$ cat src/rtl/gfau_exp_ctrl.sv
// rtl/gfau_exp_ctrl.sv - left-to-right square-and-multiply sequencer driving the GFAU handshake
// Computes base^exp mod prime with one GFAU multiply in flight at a time.
module gfau_exp_ctrl #(
    parameter int         DATA_W = 32,
    parameter int         TO_W   = 8,
    parameter logic [1:0] OP_MUL = 2'd2
) (
    input  logic              i_clk,
    input  logic              i_rst,
    input  logic              i_start,
    input  logic [DATA_W-1:0] i_base,
    input  logic [DATA_W-1:0] i_exp,
    input  logic [DATA_W-1:0] i_prime,
    output logic              o_busy,
    output logic              o_done,
    output logic              o_err,
    output logic [DATA_W-1:0] o_result,
    output logic              done_from_control,
    output logic [DATA_W-1:0] in_0,
    output logic [DATA_W-1:0] in_1,
    output logic [DATA_W-1:0] prime,
    output logic [1:0]        operation_select,
    input  logic              done_to_control,
    input  logic [DATA_W-1:0] result
);

    localparam int                BIT_W   = $clog2(DATA_W);
    localparam logic [DATA_W-1:0] ONE     = DATA_W'(1);
    localparam logic [TO_W-1:0]   WD_LAST = {{(TO_W-1){1'b1}}, 1'b0};

    typedef enum logic [2:0] {
        IDLE,
        SQ_ISSUE,
        SQ_WAIT,
        MUL_ISSUE,
        MUL_WAIT,
        DONE
    } state_t;

    state_t            state;
    logic [DATA_W-1:0] base_q;
    logic [DATA_W-1:0] exp_q;
    logic [DATA_W-1:0] prime_q;
    logic [DATA_W-1:0] acc;
    logic [BIT_W-1:0]  bit_idx;
    logic [TO_W-1:0]   wd_cnt;

    logic [BIT_W-1:0]  msb_idx;
    logic              exp_trivial;
    logic              mul_next;

    // Later hits overwrite earlier ones, so the highest set bit wins.
    always_comb begin
        msb_idx = '0;
        for (int i = 0; i < DATA_W; i++) begin
            if (i_exp[i]) begin
                msb_idx = BIT_W'(i);
            end
        end
    end

    assign exp_trivial = (i_exp[DATA_W-1:1] == '0);
    assign mul_next    = (state == SQ_WAIT) && exp_q[bit_idx];

    always_ff @(posedge i_clk or posedge i_rst) begin
        if (i_rst) begin
            state             <= IDLE;
            base_q            <= '0;
            exp_q             <= '0;
            prime_q           <= '0;
            acc               <= '0;
            bit_idx           <= '0;
            wd_cnt            <= '0;
            o_busy            <= 1'b0;
            o_done            <= 1'b0;
            o_err             <= 1'b0;
            o_result          <= '0;
            done_from_control <= 1'b0;
            in_0              <= '0;
            in_1              <= '0;
            prime             <= '0;
            operation_select  <= OP_MUL;
        end else begin
            done_from_control <= 1'b0;
            o_done            <= 1'b0;
            operation_select  <= OP_MUL;
            case (state)
                IDLE: begin
                    if (i_start) begin
                        base_q  <= i_base;
                        exp_q   <= i_exp;
                        prime_q <= i_prime;
                        o_err   <= 1'b0;
                        o_busy  <= 1'b1;
                        if (exp_trivial) begin
                            acc      <= i_exp[0] ? i_base : ONE;
                            o_result <= i_exp[0] ? i_base : ONE;
                            bit_idx  <= msb_idx;
                            o_done   <= 1'b1;
                            state    <= DONE;
                        end else begin
                            acc               <= i_base;
                            bit_idx           <= msb_idx - 1'b1;
                            in_0              <= i_base;
                            in_1              <= i_base;
                            prime             <= i_prime;
                            done_from_control <= 1'b1;
                            state             <= SQ_ISSUE;
                        end
                    end
                end
                SQ_ISSUE: begin
                    wd_cnt <= '0;
                    state  <= SQ_WAIT;
                end
                MUL_ISSUE: begin
                    wd_cnt <= '0;
                    state  <= MUL_WAIT;
                end
                SQ_WAIT, MUL_WAIT: begin
                    if (done_to_control) begin
                        acc <= result;
                        if (mul_next) begin
                            in_0              <= result;
                            in_1              <= base_q;
                            prime             <= prime_q;
                            done_from_control <= 1'b1;
                            state             <= MUL_ISSUE;
                        end else if (bit_idx == '0) begin
                            o_result <= result;
                            o_done   <= 1'b1;
                            state    <= DONE;
                        end else begin
                            bit_idx           <= bit_idx - 1'b1;
                            in_0              <= result;
                            in_1              <= result;
                            prime             <= prime_q;
                            done_from_control <= 1'b1;
                            state             <= SQ_ISSUE;
                        end
                    end else if (wd_cnt == WD_LAST) begin
                        // The GFAU went silent: report the partial accumulator.
                        o_err    <= 1'b1;
                        o_result <= acc;
                        o_done   <= 1'b1;
                        state    <= DONE;
                    end else begin
                        wd_cnt <= wd_cnt + 1'b1;
                    end
                end
                DONE: begin
                    o_busy <= 1'b0;
                    state  <= IDLE;
                end
                default: begin
                    o_busy <= 1'b0;
                    state  <= IDLE;
                end
            endcase
        end
    end

endmodule

$ cat config.mk
export PLATFORM = sky130hd
export DESIGN_NAME = gfau_exp_ctrl
export DESIGN_NICKNAME = d
export VERILOG_FILES = /design/src/rtl/gfau_exp_ctrl.sv
export SDC_FILE = /design/constraint.sdc
export NUM_CORES = 1
export LEC_CHECK = 0
export ABC_AREA = 1
export CAP_MARGIN = 20
export CORE_MARGIN = 3
export CORE_UTILIZATION = 49
export CTS_BUF_LIST = sky130_fd_sc_hd__clkbuf_8
export CTS_CLUSTER_SIZE = 8
export DETAILED_ROUTE_END_ITERATION = 12
export PLACE_DENSITY = 0.85
export SETUP_SLACK_MARGIN = 0.02
export SKIP_CTS_REPAIR_TIMING = 1
export SYNTH_ARGS = -nofsm -noshare
export SYNTH_HDL_FRONTEND = slang
export SYNTH_SLANG_ARGS = --single-unit
$ cat constraint.sdc
create_clock -name i_clk -period 26.6 [get_ports i_clk]
set_input_delay 7.98 -clock i_clk [delete_from_list [all_inputs] [get_ports i_clk]]
set_output_delay 7.98 -clock i_clk [all_outputs]
set_load 0.05 [all_outputs]
* Word level (Yosys, flattened, before mapping)
Index checks and enable logic that the tools add are counted.
** Storage, ports and cells
- Flip-flop bits (word level) :: 276
- Input bits :: 132
- Word-level logic and storage cells :: 151
** Cells by class
- Add/subtract/negate cells :: 3
- Magnitude comparators :: 1
- Eq/ne operators :: 18
- Mux-type cells :: 95
- Bitwise operators :: 1
- Reductions and logical operators :: 18
** Operators with widths (count)
- two-way mux 32 bit :: 22
- one-hot mux 32 bit (2 select lines) :: 5
- two-way mux 5 bit :: 35
- zero test 31 bit :: 1
- two-way mux 3 bit :: 6
- inequality test 2 bit (second input constant) :: 9
- two-way mux 1 bit :: 17
- two-way mux 8 bit :: 2
- one-hot mux 8 bit (2 select lines) :: 1
- inequality test 3 bit (second input constant) :: 4
- one-hot mux 3 bit (4 select lines) :: 1
- one-hot mux 5 bit (2 select lines) :: 1
- AND reduction 5 bit :: 2
- subtractor 5 x 1 -> 5 bit (second input constant) :: 2
- adder 8 x 1 -> 8 bit (second input constant) :: 1
- equality test 8 bit (second input constant) :: 1
- one-hot mux 1 bit (2 select lines) :: 4
- equality test 3 x 2 -> 1 bit (second input constant) :: 2
- < comparator 5 x 6 -> 1 bit (second input constant) :: 1
- AND reduction 2 bit :: 3
- AND reduction 3 bit :: 2
- AND reduction 6 bit :: 1
- binary-select mux 1 bit (select 5 bit) :: 1
- zero test 5 bit :: 1
- 9 further kinds :: 11

* Longest topological paths before layout
Gate-level depths: netlist of run 1.
- Word-level depth :: 35
- Depth in mapped cells :: 40
- Depth with buffers taken out :: 40

* Worst setup path after synthesis of run 1
OpenSTA, ideal clock, no wires.
- Kind :: input-to-reg
- Start :: input port i_exp[2]
- End :: register bit_idx[4]
- Data arrival time :: 10.070 ns
- Data required time :: 26.482 ns
- Path slack :: 16.412 ns
- Cell stages on the path :: 39
- Path through :: inv_1 nand2_1 nand2_1 nand2_1 nand2_1 nand2_1 nand2_1 nand2_1 nand2_1 nand2_1 nand2_1 nand2_1 nand2_1 nand2_1 nand2_1 nand2_1 nand2_1 nand2_1 [3 not listed] nand2_1 nand2_1 nand2_1 nand2_1 nand2_1 nand2_1 nand2_1 nand2_1 nand2_1 nand2_1 inv_1 ha_1 nand2_1 nor2_1 nand2_1 o21ai_0 a21oi_1 a21o_1
** On the way
- Longest elaborated chain between the ends :: 34
** Ends and longest elaborated chain
- start: declaration :: line 12 : input logic [DATA_W-1:0] i_exp,
- two-way mux 5 bit (30 in a row) :: line 56 : if (i_exp[i]) begin
- subtractor 5 x 1 -> 5 bit :: line 103 : bit_idx <= msb_idx - 1'b1;
- two-way mux 5 bit * :: line 95 : if (exp_trivial) begin
- two-way mux 5 bit * :: line 89 : if (i_start) begin
- one-hot mux 5 bit (2 select lines) * :: line 87 : case (state)
- end signal: assignment :: line 98 : bit_idx <= msb_idx;
- end signal: assignment :: line 103
- end signal: assignment :: line 134 : bit_idx <= bit_idx - 1'b1;
- end: declaration :: line 45 : logic [BIT_W-1:0] bit_idx;
Mark *: on every way between the ends. The rest lies on a longest branch, timed or not. The select of a mux whose other input is x is not followed.
A chain may end at the register's enable or synchronous reset.

* Worst setup path in the final report of run 1
- Start :: input port done_to_control
- End :: register in_0[2]
** On the way
- Longest elaborated chain between the ends :: 2
** Ends and longest elaborated chain
- start: declaration :: line 23 : input logic done_to_control,
- inequality test 2 bit (no line)
- AND reduction 5 bit (no line)
- end signal: assignment :: line 104 : in_0 <= i_base;
- end signal: assignment :: line 124 : in_0 <= result;
- end signal: assignment :: line 135 : in_0 <= result;
- end: declaration :: line 19 : output logic [DATA_W-1:0] in_0,
No other way between the ends.

==> results_dict.tcl, run 1 <==
set metrics [dict create \
    status "finished clean" \
    worstMarginPinSlew_ps 1070 \
    p_int_mw 1.277 \
    dieArea_sq_um 28710 \
    syn_area_sq_um 13090 \
    cts_buffer_depth 3 \
    drive_gt1_share_pct 5.221 \
    final_core_util_pct 63.87 \
    ys_top_cells_by_area "dfrtp_1 53%, nand2_1 11%, nor2_1 7.8%, o21ai_0 5.9%, a31oi_1 4.7%" \
    dpl_cell_area_sq_um 15810 \
    reg2regPathDepth 12 \
    yosysSeqAreaShare_pct 52.77 \
    max_slew_margin_pct 28.53 \
    io_pins 266 \
    switching_share_pct 49.85 \
    cts_sinks 276 \
    cp.required_ps 27020 \
    rows 59 \
    overflow 0 \
    first_pass_iters 8 \
    synth-seq-cells 276 \
    syn_nets 1763 \
    grt_pass1_vias 12070 \
    wire_per_inst_microns 17.33 \
    place_ws_ps 12940 \
    gr-usage-all-layers_pct 26.39 \
    gp_congestion 0.9093 \
    syn_to_final_growth_pct 27.51 \
    yosysMostFrequentCell "nand2_1" \
    p_clk_share_pct 13.6 \
    rsz0062_at_grt "no" \
    whs_path_depth 2 \
    yosysUniqueCellTypes 41 \
    stdcell_count 2216 \
    slew_viol_final 0 \
    cts_buffers 46 \
    synthCells 1627 \
    seq_area_sq_um 6907 \
    place_inst 2132 \
    reg2reg_to "in_0[2]" \
    finalWirelength_mm 38.40 \
    fp.dieW_microns 169.4 \
    leakage_nw 7.616 \
    viasPerCell 5.614 \
    p_switching_mw 1.270 \
    antenna_found_initial 6 \
    r2r_slack_ps 20570 \
    period_share_pct 48.21 \
    worstSkewPairLatency_ps 550 \
    hold_start "prime_q[13]" \
    critPathKind "in -> reg" \
    ys_warn_count 0 \
    worstHoldPathType "reg -> reg" \
    postRouteAntennaNets 0 \
    synth-edff-count 0 \
    avgSynthCellArea_sq_um 8.045 \
    critPathMaxFanout 99 \
    worst_setup_path_start_kind "input port" \
    design_area_sq_um 16690 \
    grt_start_max_net_pins 157 \
    design_power_total_mw 2.547 \
    cts_root_buffer "clkbuf_8" \
    die_h_microns 169.4 \
    finalSetupTns_ps 0 \
    finalCriticalPeriod_ps 12820 \
    whs_ps 471.7 \
    async_flop_share_pct 100.0 \
    via_count 12440 \
    drtIter0Drc 1139 \
    max_cap_violations 0 \
    grt_first_pass_wirelength_mm 61.76 \
    ir_worst_vdd_mv 0.09618 \
    synth_largest_area_cell "dfrtp_1" \
    dpl.hpwl_mm 25.31 \
    cts_tree "yes" \
    h-tree-depth 2 \
    cp.arrival_ps 13240 \
    yosysTopAreaCellShare_pct 52.77 \
    fillers 2159 \
    fin_skew_ps 15.13 \
    drc 0 \
    synth_flop_cell "dfrtp_1" \
    fmax_ghz 0.07798 \
    seqPwrFrac_pct 30.2 \
    placement.io_buffers 263 \
    setup_viol_count_final 0 \
    cellPowerDensity_nw_per_um2 152.6 \
    initial_core_util_pct 50.09 \
    r2r_start "state[2]" \
    core_area_sq_um 26130 \
    layout.nets 1982 \
    hold_path_end "prime_q[13]" \
    setup_ws_ps 13780 \
    clkTransAtPathRegs_ps 60 \
    comb_power_share_pct 56.2 \
    multi_input_area_sq_um 5244 \
    finalHoldViolCount 0 \
    ys_top_cells_by_count "370 x nand2_1, 276 x dfrtp_1, 273 x nor2_1" \
    end_kind "register" \
]
state kept, by name, summed over array words and instances, names as in the netlist, 3 cells and up:
signal    cells
acc          32
base_q       32
bit_idx       5
exp_q        32
in_0         32
in_1         32
o_result     32
prime        32
prime_q      32
state         3
wd_cnt        8
worst max path at each step:
stage	start	depth (start not counted)	to	slack [ps]
after floorplan	i_rst	1	acc[0]	11010
after global routing	done_to_control	12	in_0[8]	13460
after global placement	done_to_control	11	in_0[5]	13020
after CTS	done_to_control	11	in_0[2]	13500
after detailed placement	done_to_control	11	in_0[30]	12940
final	done_to_control	12	in_0[2]	13780
routing by layer:
layer | wire length [microns] | vias up | GRT usage, % | part of all wire [%]
li1 | - | 5779 | - | -
met1 | 15700 | 5948 | 35.44 | 41
met2 | 17580 | 612 | 41.55 | 46
met3 | 3841 | 98 | 6.848 | 10
met4 | 1256 | 4 | 10.06 | 3.3
met5 | 23 | - | 0 | 0.060
critical path: stages:
cell             delay, ps
clkdlybuf4s50_1        460
inv_1                  140
nor2_4                 170
inv_2                  350
nand3b_2               170
nor2_4                 690
inv_4                  340
nand2_2                880
and3_4                 820
buf_4                  350
buf_16                 360
mux2_2                 390
cell families (layout without fill, tap and decap cells):
kind of cell | after synthesis | count (layout) | share of synthesized area [%]
fa+ha+maj | 4 | 4 | 0.3824
xor+xnor | 1 | 1 | 0.06693
simple gates | 708 | 708 | 21.16
mux | 16 | 16 | 1.377
flops | 276 | 276 | 52.77
compound gates | 384 | 384 | 16.92
buf+inv | 236 | 486 | 7.265
other cells | 2 | 6 | 0.05738
cell type report:
| type | instances | area share [%] |
|---|---|---|
| Clock inverter | 25 | 0.5997 |
| Multi-Input combinational cell | 1115 | 31.42 |
| Sequential cell | 276 | 41.38 |
| Inverter | 135 | 3.111 |
| Clock buffer | 54 | 4.453 |
| Tap cell | 335 | 2.511 |
| Antenna cell | 4 | 0.05997 |
| Timing Repair Buffer | 272 | 16.46 |
power groups by stage:
stage / registers, mW / clock network [mW] / logic [mW]
floorplan: 1.09 / 0 / 0.666
global placement: 0.764 / 0 / 1.37
detailed placement: 0.770 / 0 / 1.42
CTS: 0.768 / 0.354 / 1.43
global route: 0.791 / 0.375 / 1.56
finish: 0.769 / 0.347 / 1.43
layout by cell type, fill, tap and decap left out, drive strengths merged, types with 43 or more instances in the layout:
cell type	n
nand2	372
clkdlybuf4s50	262
a31oi	99
inv	157
nand3	43
clkbuf	54
a21oi	59
nor2	275
dfrtp	276
o21ai	161
No activity file was read; power rests on OpenSTA's default activity.
==> run 2, diff against run 1 <==
- clock period: 26.6 -> 13.4 ns (I/O delays scaled with it)
==> run 2 against run 1 <==
  * Cell count shrank 0.14%
  * Die area unchanged
  * Critical path depth shrank 1
  * Setup slack got worse by 9800 ps
  * Cell area barely moved
  * Sequential power rose by 99%
  * Worst hold slack worse by 0.88 ps
  * Count of clock-buffer cells in the layout up 6
  * Sequential share of layout area hardly changed
  * Highest routed layer is now met4
==> results_dict.tcl, run 2 (synthesis results as in run 1) <==
set metrics [dict create \
    status "finished clean" \
    rows 59 \
    slew_viol_final 0 \
    antenna_found_initial 1 \
    critical-path-top-delay-family "simple AND/OR/NAND/NOR gates" \
    p_switching_mw 2.519 \
    whs_path_depth 2 \
    fin_skew_ps 42.35 \
    end_kind "register" \
    rsz0062_at_grt "no" \
    gp_congestion 0.8961 \
    initial_core_util_pct 50.09 \
    worstHoldPathType "reg -> reg" \
    drive_gt1_share_pct 5.647 \
    comb_power_share_pct 55.6 \
    cts_tree "yes" \
    drc 0 \
    slowest_stage "nand2_2" \
    worstMarginPinSlew_ps 1120 \
    design_power_total_mw 5.072 \
    r2r_slack_ps 6650 \
    cellPowerDensity_nw_per_um2 303.6 \
    place_ws_ps 3409 \
    via_count 12340 \
    setup_ws_ps 3934 \
    cp.required_ps 13820 \
    critPathCapture "in_0[12]" \
    reg2reg_to "in_0[12]" \
    cts_buffers 46 \
    seqPwrFrac_pct 30.1 \
    period_share_pct 70.64 \
    fmax_ghz 0.1056 \
    crit_cells 11 \
    critPathMaxFanout 94 \
    critical-path-max-stage-delay_ps 990 \
    switching_share_pct 49.67 \
    leakage_nw 7.608 \
    p_clk_share_pct 14.3 \
    placement.io_buffers 263 \
    overflow 0 \
    r2r_start "state[2]" \
    drtIter0Drc 1374 \
    setup_viol_count_final 0 \
    finalHoldViolCount 0 \
    gr-usage-all-layers_pct 26.10 \
    wire_per_inst_microns 17.30 \
    fp.dieW_microns 169.4 \
    crit_start "done_to_control" \
    cp.arrival_ps 9880 \
    finalWirelength_mm 38.28 \
    grt_first_pass_wirelength_mm 61.31 \
    io_pins 266 \
    worst_setup_path_start_kind "input port" \
    crit_chain "clkdlybuf4s50_1 > inv_1 > nor2_4 > inv_2 > nand3b_2 > nor2_4 > inv_4 > nand2_2 > and3_4 > buf_4 > mux2_2" \
    max_cap_violations 0 \
    layout.nets 1982 \
    postRouteAntennaNets 0 \
    cts_root_buffer "clkbuf_8" \
    worst-path-buf-inv 5 \
    syn_to_final_growth_pct 27.63 \
    grt_start_max_net_pins 131 \
    reg2regPathDepth 11 \
    dpl.hpwl_mm 24.95 \
    crit_top_cell "nor2_4" \
    h-tree-depth 2 \
    dieArea_sq_um 28710 \
    first_pass_iters 6 \
    worstSkewPairLatency_ps 550 \
    cts_buffer_depth 3 \
    final_cell_mix "370 x nand2_1, 276 x dfrtp_1, 272 x nor2_1" \
    p_int_mw 2.553 \
    max_slew_margin_pct 25.05 \
    cts_sinks 276 \
    layout_commonest_cell "nand2_1" \
    core_area_sq_um 26130 \
    die_h_microns 169.4 \
    grt_pass1_vias 11910 \
    ir_worst_vdd_mv 0.2603 \
    critPathKind "in -> reg" \
    viasPerCell 5.574 \
    finalCriticalPeriod_ps 9466 \
    finalSetupTns_ps 0 \
    clkTransAtPathRegs_ps 60 \
]
run 2: changes by cell type in the layout (fill, tap and decap cells not counted), sizes merged:
cell / before / now
inv: 157 / 149
clkbuf: 54 / 60
diode: 4 / 1
clkinv: 2 / 4
run 2: through the flow:
step | cell area [sq um] | cells | hold WS [ps] | util, %
2_1_floorplan | 13090 | 1627 | 436.7 | -
3_3_place_gp | 15780 | 2132 | 449.5 | 60.37
3_5_place_dp | 15780 | 2132 | 458.6 | 60.37
4_1_cts | 16680 | 2211 | 472.9 | 63.84
5_1_grt | 16700 | 2213 | 486.0 | 63.92
6_report | 16700 | 2213 | 470.9 | 63.92
run 2: layout make-up:
type	count	area [sq um]
fill	2160	9428
antenna	1	2.502
tap	335	419.2
clock buffer	60	825.8
multi-input combinational	1115	5244
timing repair buffer	272	2708
sequential	276	6907
clock inverter	19	80.08
inverter	135	519.2
run 2: power groups by stage:
| stage | Clock (mW) | Combinational (mW) | Sequential (mW) |
|---|---|---|---|
| final | 0.728 | 2.82 | 1.53 |
| after CTS | 0.737 | 2.82 | 1.52 |
| after global placement | 0 | 2.72 | 1.52 |
| after detailed placement | 0 | 2.81 | 1.53 |
| after global routing | 0.777 | 3.07 | 1.57 |
| after floorplan | 0 | 1.32 | 2.17 |
run 2: worst min path at each step:
stage	startpoint	end	slack (ps)
floorplan	base_q[0]	base_q[0]	440
global placement	base_q[0]	base_q[0]	450
detailed placement	prime_q[5]	prime_q[5]	460
CTS	prime_q[4]	prime_q[4]	470
global route	prime_q[0]	prime_q[0]	490
finish	prime_q[4]	prime_q[4]	470
run 2: per-layer routing:
layer / up-vias / track usage (%) / share of wire (%)
li1: 5778 / - / -
met1: 5837 / 35.94 / 41
met2: 629 / 40.37 / 46
met3: 92 / 6.243 / 10
met4: 0 / 10.24 / 3.3
met5: - / 0 / 0
run 2: worst min-delay path, delay by kind of cell, from the launching register on:
family / cells / cell delay [ps]
flip-flops: 1 / 340
AND/OR/NAND/NOR: 2 / 100
==> run 3, diff against run 2 <==
- CORE_UTILIZATION: 49 -> 48
- PLACE_DENSITY: 0.85 -> 0.86
- clock period: 13.4 -> 8.25 ns (I/O delays scaled with it)
==> run 3 against run 2 <==
  * Cell count increased by 0.27%
  * Clock skew decreased by 29 ps
  * Wire length decreased by 0.66%
  * Clock power increased by 63%
  * Count of clock-buffer cells in the layout decreased by 3
  * Flip-flop and latch count unchanged
  * Total power increased by 63%
  * Non-clock buffer count increased by 4
  * Largest cell class unchanged
  * Largest power group unchanged
==> results_dict.tcl, run 3 (synthesis results as in run 1) <==
set metrics [dict create \
    place_inst 2136 \
    dieArea_sq_um 29290 \
    worstMarginPinSlew_ps 1072 \
    finalSetupTns_ps 0 \
    cp.required_ps 8680 \
    grt_first_pass_wirelength_mm 59.97 \
    p_switching_mw 4.092 \
    dpl.hpwl_mm 25.05 \
    grt_start_max_net_pins 177 \
    critical-path-max-stage-delay_ps 710 \
    worst_setup_path_start_kind "input port" \
    leakage_nw 7.624 \
    period_share_pct 70.48 \
    clkTransAtPathRegs_ps 60 \
    gp_congestion 0.8980 \
    finalCriticalPeriod_ps 5815 \
    layout_commonest_cell "nand2_1" \
    layout.nets 1987 \
    antenna_found_initial 7 \
    crit_top_cell "nor2_4" \
    fillers 2143 \
    worstSkewPairLatency_ps 550 \
    max_slew_margin_pct 28.26 \
    io_pins 266 \
    seqPwrFrac_pct 30.0 \
    rows 59 \
    r2r_slack_ps 3280 \
    h-tree-depth 2 \
    p_int_mw 4.177 \
    cts_buffers 47 \
    cp.arrival_ps 6250 \
    whs_ps 470.0 \
    initial_core_util_pct 49.53 \
    place_ws_ps 1879 \
    drc 0 \
    syn_to_final_growth_pct 28.08 \
    design_power_total_mw 8.269 \
    viasPerCell 5.558 \
    worst-path-buf-inv 5 \
    cts_tree "yes" \
    final_cell_mix "370 x nand2_1, 276 x dfrtp_1, 272 x nor2_1" \
    seq_area_sq_um 6907 \
    fmax_ghz 0.1720 \
    status "finished clean" \
    drtIter0Drc 1332 \
    overflow 0 \
    wire_per_inst_microns 17.14 \
    core_area_sq_um 26430 \
    rsz0062_at_grt "no" \
    via_count 12330 \
    slowest_stage "nor2_4" \
    finalHoldViolCount 0 \
    drive_gt1_share_pct 5.795 \
    fin_skew_ps 13.47 \
    setup_ws_ps 2435 \
    placement.io_buffers 263 \
    switching_share_pct 49.49 \
    stdcell_count 2219 \
    worstHoldPathType "reg -> reg" \
    r2r_start "state[2]" \
    setup_viol_count_final 0 \
    p_clk_share_pct 14.4 \
    whs_path_depth 2 \
    crit_chain "clkdlybuf4s50_1 > inv_1 > nor2_4 > inv_2 > nand3b_2 > nor2_4 > inv_4 > nand2_2 > and3_4 > buf_4 > mux2_2" \
    first_pass_iters 6 \
    max_cap_violations 0 \
    cellPowerDensity_nw_per_um2 493.3 \
    hold_path_end "base_q[0]" \
    postRouteAntennaNets 0 \
    critPathMaxFanout 62 \
    die_h_microns 171.1 \
    reg2reg_to "in_0[0]" \
    grt_pass1_vias 11850 \
    comb_power_share_pct 55.6 \
    reg2regPathDepth 13 \
    cts_buffer_depth 3 \
    hold_start "base_q[0]" \
    multi_input_area_sq_um 5244 \
    ir_worst_vdd_mv 0.2972 \
    critical-path-top-delay-family "buffers and inverters" \
    finalWirelength_mm 38.03 \
    fp.dieW_microns 171.1 \
    gr-usage-all-layers_pct 25.33 \
    end_kind "register" \
    critPathKind "in -> reg" \
    cts_sinks 276 \
    slew_viol_final 0 \
    cts_root_buffer "clkbuf_8" \
]
==> run 3: how the worst max path moves through the flow <==
stage / start / to / slack, ps / cells after the start
2_1_floorplan: i_rst / acc[0] / 2120 / 1
4_1_cts: done_to_control / in_0[23] / 2470 / 11
6_report: done_to_control / in_0[0] / 2440 / 11
5_1_grt: done_to_control / in_0[21] / 2220 / 11
3_3_place_gp: done_to_control / in_0[0] / 1960 / 11
3_5_place_dp: done_to_control / in_0[0] / 1880 / 11
==> run 3: metrics by stage <==
stage / instance area (sq um) / util, %
2_1_floorplan: 13090 / -
3_3_place_gp: 15830 / 59.89
3_5_place_dp: 15830 / 59.89
4_1_cts: 16740 / 63.33
5_1_grt: 16760 / 63.43
6_report: 16760 / 63.43
==> run 3: power by group through the flow <==
stage | combinational [mW] | sequential (mW) | clock (mW)
2_1_floorplan | 2.15 | 3.52 | 0
3_3_place_gp | 4.44 | 2.46 | 0
3_5_place_dp | 4.57 | 2.48 | 0
4_1_cts | 4.58 | 2.47 | 1.22
5_1_grt | 5.00 | 2.55 | 1.29
6_report | 4.60 | 2.48 | 1.19
==> run 3: cell type report <==
type,instances,share of cell area (%)
clock inverters,22,0.7389
multi-input cells,1115,31.28
flip-flops and latches,276,41.20
well taps,335,2.500
inverters,135,3.075
clock buffers,57,4.680
repair buffers,276,16.48
diodes,3,0.04478
==> run 3: per-layer routing <==
| layer | routed length (microns) | vias up | GRT usage, % |
|---|---|---|---|
| met4 | 1374 | 8 | 10.15 |
| met5 | 44 | - | 0 |
| met1 | 14990 | 5728 | 33.70 |
| met3 | 4276 | 111 | 7.070 |
| li1 | - | 5800 | - |
| met2 | 17340 | 686 | 39.54 |
==> run 3: tightest hold or removal path, cell delays in order (launching register included) <==
cell and delay, ps:
dfrtp_1 330, nand2_1 60, nand2_1 50
